File: config.mk
export PLATFORM = sky130hd
export DESIGN_NAME = estagio_busca
export DESIGN_NICKNAME = d
export VERILOG_FILES = /design/src/rtl/estagio_busca.sv
export SDC_FILE = /design/constraint.sdc
export NUM_CORES = 1
export LEC_CHECK = 0
export BUFFER_PORTS_ARGS = -buffer_cell sky130_fd_sc_hd__buf_2
export CAP_MARGIN = 20
export CORE_ASPECT_RATIO = 0.75
export CORE_MARGIN = 2
export CORE_UTILIZATION = 50
export CTS_BUF_LIST = sky130_fd_sc_hd__clkbuf_2 sky130_fd_sc_hd__clkbuf_4 sky130_fd_sc_hd__clkbuf_8
export DETAILED_ROUTE_END_ITERATION = 16
export HOLD_SLACK_MARGIN = 0.06
export PLACE_DENSITY = 0.77
export SLEW_MARGIN = 20
export SYNTH_ARGS = -nofsm -noshare
export SYNTH_HDL_FRONTEND = slang
export SYNTH_SLANG_ARGS = --single-unit
File: constraint.sdc
create_clock -name clk -period 5.5 [get_ports clk]
set_input_delay 0.275 -clock clk [delete_from_list [all_inputs] [get_ports clk]]
set_output_delay 0.275 -clock clk [all_outputs]
set_load 0.01 [all_outputs]
File: src/rtl/estagio_busca.sv
// Purpose: instruction-fetch stage; owns the PC, drives the instruction-memory address, fills the IF/ID register.
// Latency: the word read at pc appears on instrucao_id one clock later, because the memory read is combinational.
// Backpressure: stall holds the PC and IF/ID; flush or a redirect squashes IF/ID to a nop, and a redirect also overrides stall.
module estagio_busca #(
  parameter logic [31:0] PC_INICIAL   = 32'h00000000,
  parameter int unsigned LARGURA_CONT = 32
) (
  input  logic                    clk,
  input  logic                    reset,
  input  logic                    stall,
  input  logic                    flush,
  input  logic                    desvio_tomado,
  input  logic [31:0]             alvo_desvio,
  input  logic                    salto,
  input  logic [31:0]             alvo_salto,
  input  logic [31:0]             instrucao,
  output logic [31:0]             pc,
  output logic [31:0]             instrucao_id,
  output logic [31:0]             pc_mais4_id,
  output logic                    valido_id,
  output logic [LARGURA_CONT-1:0] contador_busca
);

  logic        redirecao;
  logic [31:0] pc_mais4;
  logic [31:0] pc_prox;
  logic        carrega_id;

  assign redirecao  = salto | desvio_tomado;
  // Addition is 32 bits wide, so 32'hFFFFFFFC wraps to 0.
  assign pc_mais4   = pc + 32'd4;
  assign carrega_id = ~(flush | redirecao) & ~stall;

  // Next-PC selection: jump beats branch, and any redirect beats stall.
  // Target low bits are forced to zero; misaligned targets are not trapped.
  always_comb begin
    pc_prox = pc_mais4;
    if (salto)
      pc_prox = {alvo_salto[31:2], 2'b00};
    else if (desvio_tomado)
      pc_prox = {alvo_desvio[31:2], 2'b00};
    else if (stall)
      pc_prox = pc;
  end

  // PC register.
  always_ff @(posedge clk or posedge reset) begin
    if (reset)
      pc <= PC_INICIAL;
    else
      pc <= pc_prox;
  end

  // IF/ID register: a squash overrides stall, stall holds, otherwise load the fetched word.
  always_ff @(posedge clk or posedge reset) begin
    if (reset) begin
      instrucao_id <= 32'd0;
      pc_mais4_id  <= 32'd0;
      valido_id    <= 1'b0;
    end else if (flush | redirecao) begin
      instrucao_id <= 32'd0;
      pc_mais4_id  <= 32'd0;
      valido_id    <= 1'b0;
    end else if (!stall) begin
      instrucao_id <= instrucao;
      pc_mais4_id  <= pc_mais4;
      valido_id    <= 1'b1;
    end
  end

  // Fetch counter: advances only on edges where IF/ID takes a real instruction.
  always_ff @(posedge clk or posedge reset) begin
    if (reset)
      contador_busca <= '0;
    else if (carrega_id)
      contador_busca <= contador_busca + 1'b1;
  end

endmodule

==> results.cfg <==
[logic_synthesis]
synth_top_family_by_area = simple AND/OR/NAND/NOR gates
syn_avg_cell_area_um2 = 9.96
synth-compound-area-share = 0.153
ys.flop_type = dfrtp_1
synth_edf_count = 0
ys_ff_latch = 125
synth-seq-area-share = 0.511
syn_area_um2 = 6130
synth_mux_area_frac = 0.0149
synth.distinct_cells = 54
ys.warnings.count = 0
synth_xor_area_frac = 0.100
syn_inst = 615
synthAdderAreaFrac = 0.00408
async_flop_share = 1.00
synth-simple-area-share = 0.180

[grt]
overflow = 0
grt_pass1_vias = 5533
track_usage = 0.280
grt_max_degree = 70
grt_pass1_wl_mm = 28.9
grt_antenna_before_repair = 0

[timing]
drv_slew = 0
fin_skew_ns = 0.0175
slew_headroom = 0.313
hold-worst-slack_ns = 0.0782
fin_crit_ns = 2.94
fmax_mhz = 340
tns_ns = 0
finalCritPeriodShare = 0.534
rsz0062_at_grt = no
hold_viol_final = 0
setup_viol = 0
worstMarginPinSlew_ns = 1.03

[layout]
final_util = 0.681
stdcell_count = 1027
layout_commonest_cell = buf_2
fin_nets = 956
stdcell_area_um2 = 8030
areaGrowthSynthToFinish_pct = 31.0
drive_gt1_frac = 0.310
num-fill-cells = 946
final_cell_mix = buf_2 (222), dfrtp_1 (125), nand2_1 (69)
antennaDiodeCount = 0

[power_and_ir_drop]
p_per_area_nw_per_um2 = 271
p_leak_nw = 3.95
ir_drop_mv = 0.239

[routing]
drt-total-wl_mm = 18.4
drtIter0Drc = 474
routed-via-count = 5869
dr.pass1.iters = 5
ant_nets = 0
routed_via_density = 5.71
drcViolationCount = 0
avgRoutedWirePerCell_um = 17.9

[floorplan]
die_y_um = 99.9
coreArea_um2 = 11800
initial_utilization = 0.520
rows = 34
dieWidth_um = 132
pin_count = 231
die-area_um2 = 13200

[setup_path]
path_max_fanout = 42
critPathBufInv = 2
crit_path_end_kind = register
cp.arrival_ns = 3.30
crit_path_start_kind = input port
worstPathRequired_ns = 5.86
path_cells = buf_2, nor2_1, nand2_1, nor2_4, buf_4, a22o_1
slowest_stage = nor2_4
crit_type = in2reg
cpPeakStageDelay_ns = 0.99
crit_family = simple AND/OR/NAND/NOR gates

[place]
placedCellCount = 964
placement.io_buffers = 222
placed_cell_area_um2 = 7310
dp_hpwl_mm = 12.4
place.gp.congestion = 0.895

[hold_path]
hp-class = in2reg

[clock_network]
cts_sinks = 125
postCtsSetupRepairBufs = 0
cts.root.buffer_cell = clkbuf_8
ctsHtreeMaxLevel = 4
cts_tree = done
insertion_delay_ns = 0.44
clk_path_buf_depth = 2
clkTransAtPathRegs_ns = 0.07
cts_made_buffers = 17

[run]
cap_violations = 0

[status]
outcome = finished clean
[logic make-up after synthesis]
logic type / count (synthesis)
compound gates: 141
flops: 125
fa+ha+maj: 2
mux: 9
xor+xnor: 70
simple gates: 212
buf+inv: 55
other cells: 1
[where the power goes]
| group | total, mW | switching, mW | leakage (nW) | internal [mW] |
|---|---|---|---|---|
| clock network | 0.828 | 0.392 | 0.207 | 0.436 |
| logic | 0.314 | 0.175 | 2.09 | 0.140 |
| registers | 1.03 | 0.0694 | 1.66 | 0.963 |
| total | 2.18 | 0.636 | 3.95 | 1.54 |
[sequential cells by signal (all words and copies together), names as in the netlist]
signal / cells
valido_id: 1
contador_busca: 32
pc_mais4_id: 30
instrucao_id: 32
pc: 30
[cell usage after synthesis, types with 5 or more instances]
cell type / count / area (um2)
o22ai_1: 11 / 68.8
a21oi_1: 30 / 150
buf_1: 5 / 18.8
nor4_1: 5 / 31.3
nand2_1: 69 / 259
nand2b_1: 5 / 31.3
a22o_1: 37 / 324
mux2i_1: 8 / 80.1
nor2_1: 32 / 120
dfrtp_1: 125 / 3130
and3_1: 9 / 56.3
xnor2_1: 48 / 420
nand4_1: 21 / 131
nor3_1: 15 / 75.1
xor2_1: 22 / 193
inv_1: 13 / 48.8
clkbuf_1: 26 / 97.6
nand3_1: 24 / 120
and4_1: 9 / 78.8
o21ai_0: 38 / 190
[cell type report]
type / instances / area, um2 / share of cell area
multi-input cells: 438 / 2790 / 0.347
flip-flops and latches: 125 / 3130 / 0.390
repair buffers: 257 / 1450 / 0.181
clock buffers: 20 / 269 / 0.0335
well taps: 162 / 203 / 0.0252
clock inverters: 12 / 139 / 0.0173
inverters: 13 / 51.3 / 0.00639
[per-stage QoR]
step | worst slack, ns | power, mW
2_1_floorplan | 1.90 | 1.21
3_3_place_gp | 2.21 | 1.33
3_5_place_dp | 2.14 | 1.34
4_1_cts | 2.62 | 2.18
5_1_grt | 2.35 | 2.26
6_report | 2.56 | 2.18
[path summary, 6_finish.rpt]
check | startpoint | to | slack (ns) | cells past startpoint
worst max-delay path | salto | instrucao_id[8] | 2.56 | 6
worst min-delay path | instrucao[5] | instrucao_id[5] | 0.08 | 2
worst max register to register | pc[17] | pc[26] | 2.85 | 5
min in group asynchronous | reset | pc_mais4_id[18] | 0.56 | 3
max in group asynchronous | reset | instrucao_id[2] | 3.71 | 4
worst min register to register | pc_mais4_id[11] | pc_mais4_id[11] | 0.48 | 2
[worst register-to-register path, cell delays in order, from the launching register on]
cell and delay, ns:
dfrtp_1 0.53, nand4_1 0.31, nor4_2 0.78, nand3_2 0.26, a2111oi_0 0.50, a311oi_1 0.10
[per-layer routing]
| metal | track usage | share of wire | routed length, um |
|---|---|---|---|
| met2 | 0.435 | 0.46 | 8450 |
| met4 | 0.106 | 0.023 | 429 |
| met1 | 0.392 | 0.45 | 8250 |
| met5 | 0 | 0 | 0 |
| met3 | 0.0586 | 0.068 | 1250 |
[what timing repair did]
| item | CTS | global route |
|---|---|---|
| gates resized for setup | 0 | 0 |
| endpoints found under the hold margin | 97 | 1 |
| hold buffers | 30 | 1 |
Note: power is estimated with default switching activity, not from simulation.
